### config.mk
export PLATFORM = sky130hd
export DESIGN_NAME = csv_word_writer
export DESIGN_NICKNAME = d
export VERILOG_FILES = /design/src/rtl/csv_pkg.sv /design/src/rtl/bin2bcd.sv /design/src/rtl/csv_word_writer.sv
export SDC_FILE = /design/constraint.sdc
export NUM_CORES = 1
export LEC_CHECK = 0
export CORE_ASPECT_RATIO = 0.6
export CORE_UTILIZATION = 41
export DETAILED_ROUTE_END_ITERATION = 8
export SETUP_SLACK_MARGIN = 0.4
export SLEW_MARGIN = 15
export SYNTH_ARGS = -nofsm -noshare
export SYNTH_HDL_FRONTEND = slang
export SYNTH_SLANG_ARGS = --single-unit
export TNS_END_PERCENT = 5
### constraint.sdc
create_clock -name clk -period 3.85 [get_ports clk]
set_clock_uncertainty 0.05 [all_clocks]
set_input_delay 0.5775 -clock clk [delete_from_list [all_inputs] [get_ports clk]]
set_output_delay 0.5775 -clock clk [all_outputs]
set_load 0.01 [all_outputs]
### src/rtl/csv_pkg.sv
// Shared constants, FSM state type and BCD helpers for the CSV word writer.
package csv_pkg;

  localparam logic [7:0] CHAR_ZERO  = 8'h30;
  localparam logic [7:0] CHAR_MINUS = 8'h2D;
  localparam logic [7:0] CHAR_COMMA = 8'h2C;
  localparam logic [7:0] CHAR_NL    = 8'h0A;
  localparam int NUM_DIGITS = 10;

  typedef enum logic [2:0] {
    IDLE    = 3'd0,
    CONVERT = 3'd1,
    SIGN    = 3'd2,
    DIGITS  = 3'd3,
    SEP     = 3'd4
  } state_e;

  // One double-dabble iteration: add 3 to every digit >= 5, then shift in bit_in.
  function automatic logic [39:0] dd_step(input logic [39:0] bcd, input logic bit_in);
    logic [39:0] adj;
    logic [3:0]  d;
    adj = bcd;
    for (int i = 0; i < NUM_DIGITS; i++) begin
      d = bcd[i*4 +: 4];
      adj[i*4 +: 4] = (d >= 4'd5) ? d + 4'd3 : d;
    end
    return {adj[38:0], bit_in};
  endfunction

  function automatic logic [3:0] bcd_digit(input logic [39:0] bcd, input logic [3:0] idx);
    return bcd[int'(idx)*4 +: 4];
  endfunction

  // Index of the most significant non-zero digit; 0 when the value is zero.
  function automatic logic [3:0] msd_index(input logic [39:0] bcd);
    logic [3:0] idx;
    idx = 4'd0;
    for (int i = 0; i < NUM_DIGITS; i++) begin
      if (bcd[i*4 +: 4] != 4'd0) idx = 4'(i);
    end
    return idx;
  endfunction

endpackage

### src/rtl/bin2bcd.sv
// Sequential double-dabble converter: the first iteration happens on the start
// edge, the remaining 31 on the following edges; done rises with the final one.
module bin2bcd
  import csv_pkg::*;
(
  input  logic        clk,
  input  logic        rst,
  input  logic        start,
  input  logic [31:0] bin,
  output logic        done,
  output logic [39:0] bcd
);

  logic [31:0] shift_r;
  logic [39:0] bcd_r;
  logic [4:0]  cnt_r;
  logic        active_r;
  logic        done_r;

  // Iteration register: load and first step on start, then one step per cycle.
  always_ff @(posedge clk) begin
    if (rst) begin
      shift_r  <= 32'd0;
      bcd_r    <= 40'd0;
      cnt_r    <= 5'd0;
      active_r <= 1'b0;
      done_r   <= 1'b0;
    end else if (start) begin
      bcd_r    <= dd_step(40'd0, bin[31]);
      shift_r  <= {bin[30:0], 1'b0};
      cnt_r    <= 5'd1;
      active_r <= 1'b1;
      done_r   <= 1'b0;
    end else if (active_r) begin
      bcd_r   <= dd_step(bcd_r, shift_r[31]);
      shift_r <= {shift_r[30:0], 1'b0};
      cnt_r   <= cnt_r + 5'd1;
      if (cnt_r == 5'd31) begin
        active_r <= 1'b0;
        done_r   <= 1'b1;
      end
    end
  end

  assign done = done_r;
  assign bcd  = bcd_r;

endmodule

### src/rtl/csv_word_writer.sv
// Formats 32-bit words as decimal ASCII followed by a separator or end-of-line.
// Define CSV_WRITER_SIGNED_EN to treat words as two's complement with a '-' prefix.
module csv_word_writer
  import csv_pkg::*;
#(
  parameter logic [7:0] SEP_CHAR = 8'h2C,
  parameter logic [7:0] EOL_CHAR = 8'h0A
) (
  input  logic        clk,
  input  logic        rst,
  input  logic [31:0] in_data,
  input  logic        in_last,
  input  logic        in_valid,
  output logic        in_ready,
  output logic [7:0]  out_data,
  output logic        out_valid,
  input  logic        out_ready,
  output logic        busy
);

  state_e      state_r, state_n;
  logic [3:0]  idx_r, idx_n;
  logic [7:0]  out_data_r, out_data_n;
  logic        out_valid_r, out_valid_n;
  logic        in_ready_r;
  logic        last_r, neg_r;
  logic        accept_s, neg_s, done_s;
  logic [31:0] mag_s;
  logic [39:0] bcd_s;
  logic [3:0]  msd_s;

  assign accept_s = in_valid && in_ready_r;

`ifdef CSV_WRITER_SIGNED_EN
  assign neg_s = in_data[31];
  assign mag_s = neg_s ? (~in_data + 32'd1) : in_data;
`else
  assign neg_s = 1'b0;
  assign mag_s = in_data;
`endif

  assign msd_s = msd_index(bcd_s);

  bin2bcd u_bin2bcd (
    .clk   (clk),
    .rst   (rst),
    .start (accept_s),
    .bin   (mag_s),
    .done  (done_s),
    .bcd   (bcd_s)
  );

  // State register.
  always_ff @(posedge clk) begin
    if (rst) state_r <= IDLE;
    else     state_r <= state_n;
  end

  // Next state and next output character; idx_r points at the digit on out_data.
  always_comb begin
    state_n     = state_r;
    idx_n       = idx_r;
    out_valid_n = out_valid_r;
    out_data_n  = out_data_r;
    case (state_r)
      IDLE: begin
        out_valid_n = 1'b0;
        if (accept_s) state_n = CONVERT;
        else          state_n = IDLE;
      end
      CONVERT: begin
        if (done_s) begin
          idx_n       = msd_s;
          out_valid_n = 1'b1;
          if (neg_r) begin
            state_n    = SIGN;
            out_data_n = CHAR_MINUS;
          end else begin
            state_n    = DIGITS;
            out_data_n = CHAR_ZERO + {4'd0, bcd_digit(bcd_s, msd_s)};
          end
        end else begin
          state_n = CONVERT;
        end
      end
      SIGN: begin
        if (out_ready) begin
          state_n    = DIGITS;
          out_data_n = CHAR_ZERO + {4'd0, bcd_digit(bcd_s, idx_r)};
        end else begin
          state_n = SIGN;
        end
      end
      DIGITS: begin
        if (out_ready) begin
          if (idx_r == 4'd0) begin
            state_n    = SEP;
            out_data_n = last_r ? EOL_CHAR : SEP_CHAR;
          end else begin
            idx_n      = idx_r - 4'd1;
            out_data_n = CHAR_ZERO + {4'd0, bcd_digit(bcd_s, idx_r - 4'd1)};
          end
        end else begin
          state_n = DIGITS;
        end
      end
      SEP: begin
        if (out_ready) begin
          state_n     = IDLE;
          out_valid_n = 1'b0;
          out_data_n  = 8'h00;
        end else begin
          state_n = SEP;
        end
      end
      default: begin
        state_n     = IDLE;
        out_valid_n = 1'b0;
        out_data_n  = 8'h00;
      end
    endcase
  end

  // Registered outputs and per-word attributes captured at acceptance.
  always_ff @(posedge clk) begin
    if (rst) begin
      out_valid_r <= 1'b0;
      out_data_r  <= 8'h00;
      in_ready_r  <= 1'b1;
      idx_r       <= 4'd0;
      last_r      <= 1'b0;
      neg_r       <= 1'b0;
    end else begin
      out_valid_r <= out_valid_n;
      out_data_r  <= out_data_n;
      in_ready_r  <= (state_n == IDLE);
      idx_r       <= idx_n;
      if (accept_s) begin
        last_r <= in_last;
        neg_r  <= neg_s;
      end
    end
  end

  assign in_ready  = in_ready_r;
  assign busy      = !in_ready_r;
  assign out_valid = out_valid_r;
  assign out_data  = out_data_r;

endmodule

==> out/summary.txt, run 1 <==
STA
-----------------------------------------------------------------------------------------------
RSZ-0062 raised after global routing                                                      false
Worst Tran Pin Value                                                                    1.07 ns
Setup violators final                                                                         0
Final count of pins violating max slew                                                        0
Post-route fraction of the period consumed by the critical path                           0.844
Worst slew margin relative to its limit                                                   0.283
Final critical-path setup slack                                                        0.601 ns
Minimum clock period after layout                                                       3.25 ns
Fmax                                                                                    308 MHz
Worst hold margin                                                                      0.447 ns
Final count of hold timing violations                                                         0
Final setup TNS                                                                            0 ns

CRITICAL PATH
-----------------------------------------------------------------------------------------------
Critical Path End Type                                                                 register
Crit Path Class                                                                    register to register
Worst path required time                                                                4.08 ns
Crit path from                                                                     u_bin2bcd.bcd[12]
Cell-by-cell trace of the critical path                                            inv_1, ha_1, or3b_1, o211ai_1, and3_1, o41ai_4, mux2i_1, mux4_2, o22ai_1
Worst Setup EP                                                                      out_data[1]
Setup slack of the most critical reg-to-reg path                                        0.60 ns
FF-to-FF End                                                                        out_data[1]
Largest fanout on the critical path                                                          14
Startpoint class of the critical path                                                  register
Worst r2r path cells                                                                          9
RR Startpoint                                                                      u_bin2bcd.bcd[12]
CP arrival                                                                              3.48 ns
Worst stage delay on the critical path                                                  0.76 ns
CP max stage cell                                                                  sky130_fd_sc_hd__o41ai_4

SYNTHESIS
-----------------------------------------------------------------------------------------------
Number of warnings printed during yosys synthesis                                             0
Share of the synthesized area in the top cell type                                        0.333
Post-synthesis async set-or-reset flop share                                                  0
Part of the Yosys area used for sequential elements                                       0.333
Top area cells in the synthesized netlist                                          sky130_fd_sc_hd__dfxtp_1 33%, sky130_fd_sc_hd__mux2i_1 11%, sky130_fd_sc_hd__nor2_1 6.7%, sky130_fd_sc_hd__ha_1 5.5%, sky130_fd_sc_hd__a211oi_1 5.4%
Cell count after synthesis                                                                  675
Commonest register cell after synthesis                                            sky130_fd_sc_hd__dfxtp_1
Largest area contributor in the synthesized netlist                                sky130_fd_sc_hd__dfxtp_1
Flip-flop and latch count after synthesis                                                    94
Most frequently used cell type in the post-synthesis netlist                       sky130_fd_sc_hd__nor2_1
Number of enable flip-flop cells after synthesis                                              0
Number of library cell types mapped by synthesis                                             53
Mapped Avg Cell Area                                                                   8.38 µm²
Commonest cells in the netlist                                                     101 x sky130_fd_sc_hd__nor2_1, 94 x sky130_fd_sc_hd__dfxtp_1, 63 x sky130_fd_sc_hd__mux2i_1, 58 x sky130_fd_sc_hd__a21oi_1
Summed instance area of the synthesized netlist                                        5660 µm²

CLOCK NETWORK
-----------------------------------------------------------------------------------------------
TritonCTS clock tree                                                                        yes
Count of hold buffers inserted by post-cts repair                                             0
Total number of clock tree sinks                                                             94
Post-CTS setup buffers                                                                        0
Max Buffers Root-to-Sink                                                                      2
TritonCTS Buffers                                                                             9
Master cell of the clock root buffer                                               sky130_fd_sc_hd__clkbuf_16
Clk_lat worst skew                                                                      0.35 ns
Gates resized, CTS repair                                                                     0
Clock input transition at the sequential cells of the worst setup and hold paths        0.07 ns
Number of H-tree levels                                                                       3

PLACE
-----------------------------------------------------------------------------------------------
Sum of net half-perimeters after detailed placement                                     11.0 mm
Number of input and output port buffers inserted                                             45
Post-placement setup slack                                                             0.683 ns
Global placement routability congestion                                                   0.961

PWR
-----------------------------------------------------------------------------------------------
Part of the power in the clock network                                                    0.418
IR Drop Worst-Case VDD                                                                 0.188 mV
Pint                                                                                    1.67 mW
Sequential group share of total power                                                     0.466
Fraction of power consumed by combinational cells                                         0.116
Proportion of total power due to net switching                                            0.263
Power density cells                                                                  347 nW/µm²
Switching power summed over all nets                                                     594 µW
Lkg Pwr                                                                                 2.32 nW

FINISH
-----------------------------------------------------------------------------------------------
Layout overhead on the synthesized area                                                   15.1%
Layout net count                                                                            759
Fraction of layout cells with a size suffix above 1                                      0.0712
Antenna diodes                                                                                0

DRT
-----------------------------------------------------------------------------------------------
Number of iterations in the first detailed-routing pass                                       5
DR vias                                                                                    4899
First DRT Iteration DRCs                                                                    369
Remaining number of nets flagged by the antenna check after routing                           0
Wire length reported by the detailed router                                             15.0 mm
Number of design rule violations left after detail routing                                    0
Routed wirelength normalized by instance count                                          17.2 µm
Average vias per placed instance                                                           5.62

FLOORPLANNING
-----------------------------------------------------------------------------------------------
Num rows                                                                                     32
Die footprint                                                                         14300 µm²
Vert. Die Dim                                                                           93.0 µm
Chip width                                                                               154 µm
I/O pin cnt                                                                                  48
Core box area                                                                         13100 µm²
Effective utilization at floorplan                                                        0.431

OUTCOME
-----------------------------------------------------------------------------------------------
Result of the run                                                                  finished clean

GRT
-----------------------------------------------------------------------------------------------
Maximum number of pins on one net before global-route repair                                 64
Wire length of the first global-routing pass                                            24.1 mm
Gr usage total                                                                            0.218
Number of antenna violations at the first check in global routing                             0
GRT Residual Overflow                                                                         0
Vias in the first global route                                                             4422

MIN PATH
-----------------------------------------------------------------------------------------------
Type of the tightest min-delay check                                               register to register
Worst hold path startpoint                                                          out_data[5]

RUN
-----------------------------------------------------------------------------------------------
Max-cap violations                                                                            0

[metrics by stage]
| stage | total power, mW | instances | util | cell area (µm²) |
|---|---|---|---|---|
| after floorplan | 1.25 | 676 | - | 5660 |
| after global placement | 1.33 | 856 | 0.472 | 6200 |
| after detailed placement | 1.34 | 856 | 0.472 | 6200 |
| after CTS | 2.29 | 872 | 0.496 | 6510 |
| after global routing | 2.36 | 872 | 0.496 | 6510 |
| final | 2.26 | 872 | 0.496 | 6510 |
[placed cells by master (no fill, tap or decap), drive strengths merged, types with 3 or more instances in the layout]
master	instances
a21oi	58
or3b	4
nand3	17
nor2	101
clkdlybuf4s50	44
clkbuf	10
buf	10
dfxtp	94
nor3b	11
xnor2	12
nor3	18
a31oi	3
a22oi	4
and3	4
o211ai	3
mux2i	63
inv	28
nand2	35
nand2b	15
mux4	10
xor2	10
ha	25
nor2b	3
nand4	4
a211oi	41
o21ai	42
o22ai	5
[logic make-up after synthesis]
| logic type | after synthesis | share of synthesized area |
|---|---|---|
| and+or+nand+nor | 220 | 0.186 |
| AOI/OAI and AO/OA | 169 | 0.187 |
| DFF | 94 | 0.333 |
| muxes | 74 | 0.153 |
| buffers and inverters | 70 | 0.0517 |
| adders and majority gates | 25 | 0.0553 |
| xor gates and xnor gates | 22 | 0.0340 |
| other | 1 | 0.000663 |
[power by group through the flow]
stage / registers (mW) / clock network, mW / logic, mW
floorplan: 1.05 / 0 / 0.194
global placement: 1.07 / 0 / 0.258
detailed placement: 1.08 / 0 / 0.259
CTS: 1.05 / 0.970 / 0.261
global route: 1.06 / 1.01 / 0.289
finish: 1.05 / 0.945 / 0.261
[how the worst min path moves through the flow]
stage,endpoint,slack [ns],cells past startpoint
after CTS,out_data[4],0.45,2
after global routing,out_data[5],0.47,2
after detailed placement,out_data[4],0.44,2
after global placement,u_bin2bcd.cnt_r[3],0.43,2
after floorplan,last_r,0.41,2
final,out_data[5],0.45,2
[routing by layer]
metal  up-vias  wire length (µm)  track usage
met3        12              1020       0.0621
met2       114              5450        0.272
met5         -                 0            0
li1       2451                 -            -
met1      2322              8420        0.350
met4         0               120       0.0450
[critical path, delay by kind of cell, from the launching register on]
family / cells / cell delay (ns)
flip-flops: 1 / 0.48
AND/OR/NAND/NOR: 2 / 0.43
adder cells (fa/ha/maj): 1 / 0.28
multiplexers: 2 / 0.85
AO/OA/AOI/OAI: 3 / 0.97
buffers and inverters: 1 / 0.12
[sequential cells by signal (all words and copies together), names as in the netlist]
name	cells
idx_r	4
u_bin2bcd.bcd	40
last_r	1
u_bin2bcd.done	1
in_ready	1
u_bin2bcd.cnt_r	5
out_valid	1
u_bin2bcd.active_r	1
state_r	3
out_data	6
u_bin2bcd.shift_r	31
[layout make-up]
class                   instances  area [µm²]
repair buffers                 54         513
flip-flops and latches         94        1890
fillers                      1261        6620
clock inverters                 6        75.1
well taps                     170         213
inverters                      26        97.6
clock buffers                  10         239
multi-input cells             512        3490
Power figures use the tool's default switching activity.
==> run 2: changes to the inputs <==
- clock period: 3.85 -> 3.3 ns (I/O delays scaled with it)
==> run 2 against run 1 <==
Compared with the run above: hold slack better by 0.0075 ns; clock power up 9%; core utilization up 0.45 points; largest cell class unchanged; die area unchanged.
==> out/summary.txt, run 2 (synthesis results as in run 1) <==
STA
-----------------------------------------------------------------------------------------------
Worst Tran Pin Value                                                                    1.13 ns   was 1.07 ns
Setup violators final                                                                         0   unchanged
Minimum clock period after layout                                                       2.80 ns   was 3.25 ns
Final critical-path setup slack                                                        0.500 ns   was 0.601 ns
Final setup TNS                                                                            0 ns   unchanged
Final count of pins violating max slew                                                        0   unchanged
Worst slew margin relative to its limit                                                   0.245   was 0.283
Final count of hold timing violations                                                         0   unchanged
Post-route fraction of the period consumed by the critical path                           0.848   was 0.844
RSZ-0062 raised after global routing                                                       true   was false
Fmax                                                                                    357 MHz   was 308 MHz

FINISH
-----------------------------------------------------------------------------------------------
Layout overhead on the synthesized area                                                   16.1%   was 15.1%
Post-route core utilization                                                               0.500   was 0.496
Leading cell types in the layout, fill and taps excluded                           101 x sky130_fd_sc_hd__nor2_1, 93 x sky130_fd_sc_hd__dfxtp_1, 63 x sky130_fd_sc_hd__mux2i_1   unchanged
Flip-flop count of the largest register after layout                                         40   unchanged
Layout net count                                                                            767   was 759
Most common library cell in the layout ignoring fill and taps                      sky130_fd_sc_hd__nor2_1   unchanged
Fraction of layout cells with a size suffix above 1                                      0.0845   was 0.0712
Summed area of non-filler cells in the final layout                                    6570 µm²   was 6510 µm²
Antenna diodes                                                                                0   unchanged

PLACE
-----------------------------------------------------------------------------------------------
Number of input and output port buffers inserted                                             45   unchanged
Post-placement setup slack                                                             0.330 ns   was 0.683 ns
Sum of net half-perimeters after detailed placement                                     10.5 mm   was 11.0 mm
Dpl cell area                                                                          6240 µm²   was 6200 µm²
Global placement routability congestion                                                   0.959   was 0.961

CLOCK NETWORK
-----------------------------------------------------------------------------------------------
Count of hold buffers inserted by post-cts repair                                             0   unchanged
Max Buffers Root-to-Sink                                                                      2   unchanged
Number of H-tree levels                                                                       3   unchanged
Clk_lat worst skew                                                                      0.35 ns   about the same
TritonCTS clock tree                                                                        yes   unchanged
Total number of clock tree sinks                                                             94   unchanged
Master cell of the clock root buffer                                               sky130_fd_sc_hd__clkbuf_16   unchanged
TritonCTS Buffers                                                                             9   unchanged
Clock input transition at the sequential cells of the worst setup and hold paths        0.07 ns   about the same

GRT
-----------------------------------------------------------------------------------------------
GRT Residual Overflow                                                                         0   unchanged
Maximum number of pins on one net before global-route repair                                 75   was 64
Gr usage total                                                                            0.211   was 0.218
Wire length of the first global-routing pass                                            23.7 mm   was 24.1 mm
Number of antenna violations at the first check in global routing                             0   unchanged
Vias in the first global route                                                             4529   was 4422

DRT
-----------------------------------------------------------------------------------------------
Routed wirelength normalized by instance count                                          16.5 µm   was 17.2 µm
First DRT Iteration DRCs                                                                    335   was 369
Number of iterations in the first detailed-routing pass                                       5   unchanged
Wire length reported by the detailed router                                             14.6 mm   was 15.0 mm
Number of design rule violations left after detail routing                                    0   unchanged
DR vias                                                                                    4938   was 4899
Remaining number of nets flagged by the antenna check after routing                           0   unchanged
Average vias per placed instance                                                           5.61   was 5.62

FLOORPLANNING
-----------------------------------------------------------------------------------------------
Vert. Die Dim                                                                           93.0 µm   unchanged
Effective utilization at floorplan                                                        0.431   unchanged
Die footprint                                                                         14300 µm²   unchanged
Num rows                                                                                     32   unchanged
Chip width                                                                               154 µm   unchanged
Core box area                                                                         13100 µm²   unchanged
I/O pin cnt                                                                                  48   unchanged

CRITICAL PATH
-----------------------------------------------------------------------------------------------
Worst path required time                                                                3.52 ns   was 4.08 ns
Largest fanout on the critical path                                                          14   unchanged
Startpoint class of the critical path                                                  register   unchanged
CP arrival                                                                              3.02 ns   was 3.48 ns
Buffering stage count on the worst path with inverters included                               2   was 1
Worst r2r path cells                                                                         10   was 9
Crit Path Class                                                                    register to register   unchanged
CP max stage cell                                                                  sky130_fd_sc_hd__mux4_2   was sky130_fd_sc_hd__o41ai_4
Critical Path End Type                                                                 register   unchanged
Worst stage delay on the critical path                                                  0.50 ns   was 0.76 ns
Cell-by-cell trace of the critical path                                            inv_1, ha_1, or3b_1, o211ai_1, and3_2, o41ai_4, buf_6, mux2i_1, mux4_2, o22ai_1   was inv_1, ha_1, or3b_1, o211ai_1, and3_1, o41ai_4, mux2i_1, mux4_2, o22ai_1
Cell count along the critical path                                                           10   was 9
Top Family by Delay on Critical Path                                               multiplexers   was compound AO/OA/AOI/OAI gates

RUN
-----------------------------------------------------------------------------------------------
Max-cap violations                                                                            0   unchanged

MIN PATH
-----------------------------------------------------------------------------------------------
Type of the tightest min-delay check                                               register to register   unchanged
Instance count along the most critical hold path                                              2   unchanged

OUTCOME
-----------------------------------------------------------------------------------------------
Result of the run                                                                  finished clean   unchanged

PWR
-----------------------------------------------------------------------------------------------
Lkg Pwr                                                                                 2.37 nW   was 2.32 nW
Power density cells                                                                  391 nW/µm²   was 347 nW/µm²
IR Drop Worst-Case VDD                                                                 0.213 mV   was 0.188 mV

[run 2: repair_timing]
item                                   4_1_cts  5_1_grt
setup endpoints to repair                    2        3
gates resized for setup                      1        4
endpoints found under the hold margin        0        0
buffers inserted                             0        2
pin swaps                                    0        1
[run 2: worst paths after layout]
path	slack (ns)	to	startpoint
setup / recovery	0.50	out_data[1]	u_bin2bcd.bcd[12]
hold / removal	0.45	u_bin2bcd.cnt_r[4]	u_bin2bcd.cnt_r[4]
setup reg to reg	0.50	out_data[1]	u_bin2bcd.bcd[12]
hold reg to reg	0.45	u_bin2bcd.cnt_r[4]	u_bin2bcd.cnt_r[4]
[run 2: metrics by stage]
step	std cells	power, mW	hold slack (ns)
after global routing	880	2.68	0.468
after floorplan	676	1.46	0.413
after global placement	862	1.56	0.431
after detailed placement	862	1.56	0.446
after CTS	878	2.59	0.447
final	880	2.57	0.455
[run 2: final cells by class]
| type | count | area, µm² |
|---|---|---|
| Inverter | 26 | 97.6 |
| Timing Repair Buffer | 62 | 577 |
| Multi-Input combinational cell | 512 | 3510 |
| Clock inverter | 7 | 65.1 |
| Fill cell | 1266 | 6560 |
| Tap cell | 170 | 213 |
| Sequential cell | 94 | 1890 |
| Clock buffer | 9 | 225 |
[run 2: where the power goes]
part / switching [mW] / leakage, nW / total [mW] / internal, mW
Sequential: 0.0367 / 0.767 / 1.22 / 1.18
Combinational: 0.175 / 1.45 / 0.323 / 0.148
Clock: 0.499 / 0.145 / 1.03 / 0.529
Total: 0.711 / 2.37 / 2.57 / 1.86
[run 2: routing by layer]
layer	vias to the layer above	part of all wire	global-route usage
met4	0	0.0060	0.0425
met5	-	0	0
li1	2465	-	-
met3	10	0.075	0.0644
met1	2342	0.55	0.329
met2	121	0.37	0.273
[run 2: worst reg2reg max path, delay by kind of cell, from the launching register on]
kind | cells | cell delay, ns
buf+inv | 2 | 0.30
compound gates | 3 | 0.42
simple gates | 2 | 0.63
fa+ha+maj | 1 | 0.24
mux | 2 | 0.67
flops | 1 | 0.40
==> run 3: changes to the inputs <==
- clock period: 3.3 -> 2.72 ns (I/O delays scaled with it)
==> run 3 against run 2 <==
Compared with the run above: combinational power increased by 33%; hold slack lost 0.015 ns; first-iteration DRC count increased by 52%; global-route usage grew 2.0 points; maximum frequency grew 7.9%; register-to-register slack got worse by 0.37 ns; critical path depth up 2; largest power group unchanged; highest routed layer unchanged.
==> out/summary.txt, run 3 (synthesis results as in run 1) <==
FINISH
-----------------------------------------------------------------------------------------------
Fraction of layout cells with a size suffix above 1                                       0.207   was 0.0845
Antenna diodes                                                                                0   unchanged
Layout net count                                                                            830   was 767
Number of inserted filler cells in the final layout                                        1233   was 1266
Most common library cell in the layout ignoring fill and taps                      sky130_fd_sc_hd__nor2_1   unchanged
Post-route core utilization                                                               0.549   was 0.500
Layout overhead on the synthesized area                                                   27.4%   was 16.1%
Leading cell types in the layout, fill and taps excluded                           101 x sky130_fd_sc_hd__nor2_1, 82 x sky130_fd_sc_hd__dfxtp_1, 77 x sky130_fd_sc_hd__buf_4   was 101 x sky130_fd_sc_hd__nor2_1, 93 x sky130_fd_sc_hd__dfxtp_1, 63 x sky130_fd_sc_hd__mux2i_1
Flip-flop count of the largest register after layout                                         40   unchanged

CRITICAL PATH
-----------------------------------------------------------------------------------------------
Setup slack of the most critical reg-to-reg path                                        0.13 ns   was 0.50 ns
FF-to-FF End                                                                        out_data[3]   was out_data[1]
Critical Path End Type                                                                 register   unchanged
Worst Setup EP                                                                      out_data[3]   was out_data[1]
Crit path from                                                                     u_bin2bcd.bcd[37]   was u_bin2bcd.bcd[12]
Crit Path Class                                                                    register to register   unchanged
Largest fanout on the critical path                                                           4   was 14
RR Startpoint                                                                      u_bin2bcd.bcd[37]   was u_bin2bcd.bcd[12]
Startpoint class of the critical path                                                  register   unchanged
Worst path required time                                                                2.91 ns   was 3.52 ns
CP arrival                                                                              2.78 ns   was 3.02 ns
Worst r2r path cells                                                                         12   was 10

STA
-----------------------------------------------------------------------------------------------
Post-route fraction of the period consumed by the critical path                           0.954   was 0.848
Worst Tran Pin Value                                                                    1.09 ns   was 1.13 ns
Final count of hold timing violations                                                         0   unchanged
Final setup TNS                                                                            0 ns   unchanged
Final count of pins violating max slew                                                        0   unchanged
Fmax                                                                                    385 MHz   was 357 MHz
RSZ-0062 raised after global routing                                                       true   unchanged
Setup violators final                                                                         0   unchanged
Minimum clock period after layout                                                       2.59 ns   was 2.80 ns
Worst slew margin relative to its limit                                                   0.269   was 0.245

DRT
-----------------------------------------------------------------------------------------------
Wire length reported by the detailed router                                             15.9 mm   was 14.6 mm
Remaining number of nets flagged by the antenna check after routing                           0   unchanged
First DRT Iteration DRCs                                                                    509   was 335
DR vias                                                                                    5216   was 4938
Number of iterations in the first detailed-routing pass                                       5   unchanged
Average vias per placed instance                                                           5.53   was 5.61
Number of design rule violations left after detail routing                                    0   unchanged
Routed wirelength normalized by instance count                                          16.9 µm   was 16.5 µm

CLOCK NETWORK
-----------------------------------------------------------------------------------------------
Clock input transition at the sequential cells of the worst setup and hold paths        0.07 ns   about the same
Master cell of the clock root buffer                                               sky130_fd_sc_hd__clkbuf_16   unchanged
Max Buffers Root-to-Sink                                                                      2   unchanged
TritonCTS clock tree                                                                        yes   unchanged
TritonCTS Buffers                                                                             9   unchanged
Total number of clock tree sinks                                                             94   unchanged
Clk_lat worst skew                                                                      0.35 ns   about the same
Number of H-tree levels                                                                       3   unchanged

GRT
-----------------------------------------------------------------------------------------------
Number of antenna violations at the first check in global routing                             0   unchanged
Vias in the first global route                                                             4900   was 4529
Gr usage total                                                                            0.231   was 0.211
Maximum number of pins on one net before global-route repair                                 58   was 75
GRT Residual Overflow                                                                         0   unchanged
Wire length of the first global-routing pass                                            25.6 mm   was 23.7 mm

OUTCOME
-----------------------------------------------------------------------------------------------
Result of the run                                                                  finished clean   unchanged

FLOORPLANNING
-----------------------------------------------------------------------------------------------
Vert. Die Dim                                                                           93.0 µm   unchanged
Effective utilization at floorplan                                                        0.431   unchanged
I/O pin cnt                                                                                  48   unchanged
Core box area                                                                         13100 µm²   unchanged
Num rows                                                                                     32   unchanged
Die footprint                                                                         14300 µm²   unchanged
Chip width                                                                               154 µm   unchanged

PWR
-----------------------------------------------------------------------------------------------
Lkg Pwr                                                                                 2.71 nW   was 2.37 nW
Power density cells                                                                  440 nW/µm²   was 391 nW/µm²
IR Drop Worst-Case VDD                                                                 0.302 mV   was 0.213 mV

PLACE
-----------------------------------------------------------------------------------------------
Global placement routability congestion                                                   0.953   was 0.959
Sum of net half-perimeters after detailed placement                                     11.8 mm   was 10.5 mm
Number of input and output port buffers inserted                                             45   unchanged

RUN
-----------------------------------------------------------------------------------------------
Max-cap violations                                                                            0   unchanged

MIN PATH
-----------------------------------------------------------------------------------------------
Type of the tightest min-delay check                                               register to register   unchanged

-- run 3: through the flow --
| stage | instances | cell area [µm²] | hold slack (ns) | setup slack, ns | total power [mW] |
|---|---|---|---|---|---|
| final | 943 | 7210 | 0.440 | 0.126 | 3.18 |
| after global routing | 943 | 7210 | 0.442 | 0.0188 | 3.32 |
| after CTS | 935 | 7120 | 0.428 | 0.158 | 3.19 |
| after detailed placement | 912 | 6710 | 0.429 | -0.0274 | 1.93 |
| after global placement | 912 | 6710 | 0.411 | 0.105 | 1.92 |
| after floorplan | 676 | 5760 | 0.413 | 0.394 | 1.77 |
-- run 3: layout make-up --
| type | count | area, µm² | share of cell area |
|---|---|---|---|
| multi-input combinational | 512 | 3630 | 0.504 |
| timing repair buffer | 125 | 1070 | 0.148 |
| sequential | 94 | 1900 | 0.264 |
| tap | 170 | 213 | 0.0295 |
| clock buffer | 10 | 250 | 0.0347 |
| clock inverter | 6 | 41.3 | 0.00573 |
| inverter | 26 | 103 | 0.0142 |
-- run 3: worst min-delay path by stage --
stage	start	endpoint	slack [ns]	cells past startpoint
CTS	rst	u_bin2bcd.shift_r[23]	0.43	2
global route	rst	u_bin2bcd.shift_r[23]	0.44	2
global placement	u_bin2bcd.bcd[35]	u_bin2bcd.bcd[35]	0.41	2
detailed placement	u_bin2bcd.bcd[35]	u_bin2bcd.bcd[35]	0.43	2
finish	u_bin2bcd.bcd[35]	u_bin2bcd.bcd[35]	0.44	2
floorplan	last_r	last_r	0.41	2
-- run 3: repair_timing --
item	in CTS	in global routing
endpoints found under the setup margin	4	4
hold buffers	0	0
gates resized for setup	19	9
setup buffers	7	8
pin swaps	8	7
-- run 3: where the power goes --
part	switching, mW	internal, mW
Clock	0.579	0.680
Combinational	0.218	0.213
Sequential	0.0537	1.43
-- run 3: worst max-delay path, cell delays in order (launching register included) --
cell	delay [ns]
sky130_fd_sc_hd__dfxtp_2	0.33
sky130_fd_sc_hd__inv_2	0.07
sky130_fd_sc_hd__ha_4	0.12
sky130_fd_sc_hd__or3b_4	0.39
sky130_fd_sc_hd__buf_4	0.16
sky130_fd_sc_hd__nor3_4	0.19
sky130_fd_sc_hd__a22oi_2	0.10
sky130_fd_sc_hd__buf_4	0.18
sky130_fd_sc_hd__buf_4	0.13
sky130_fd_sc_hd__and3_1	0.21
sky130_fd_sc_hd__nand2_1	0.16
sky130_fd_sc_hd__o32ai_1	0.11
sky130_fd_sc_hd__a221o_1	0.27
-- run 3: routing by layer --
metal | routed length, µm | track usage
met4 | 146 | 0.0458
met1 | 8240 | 0.353
met2 | 6180 | 0.320
met3 | 1350 | 0.0584
met5 | 0 | 0
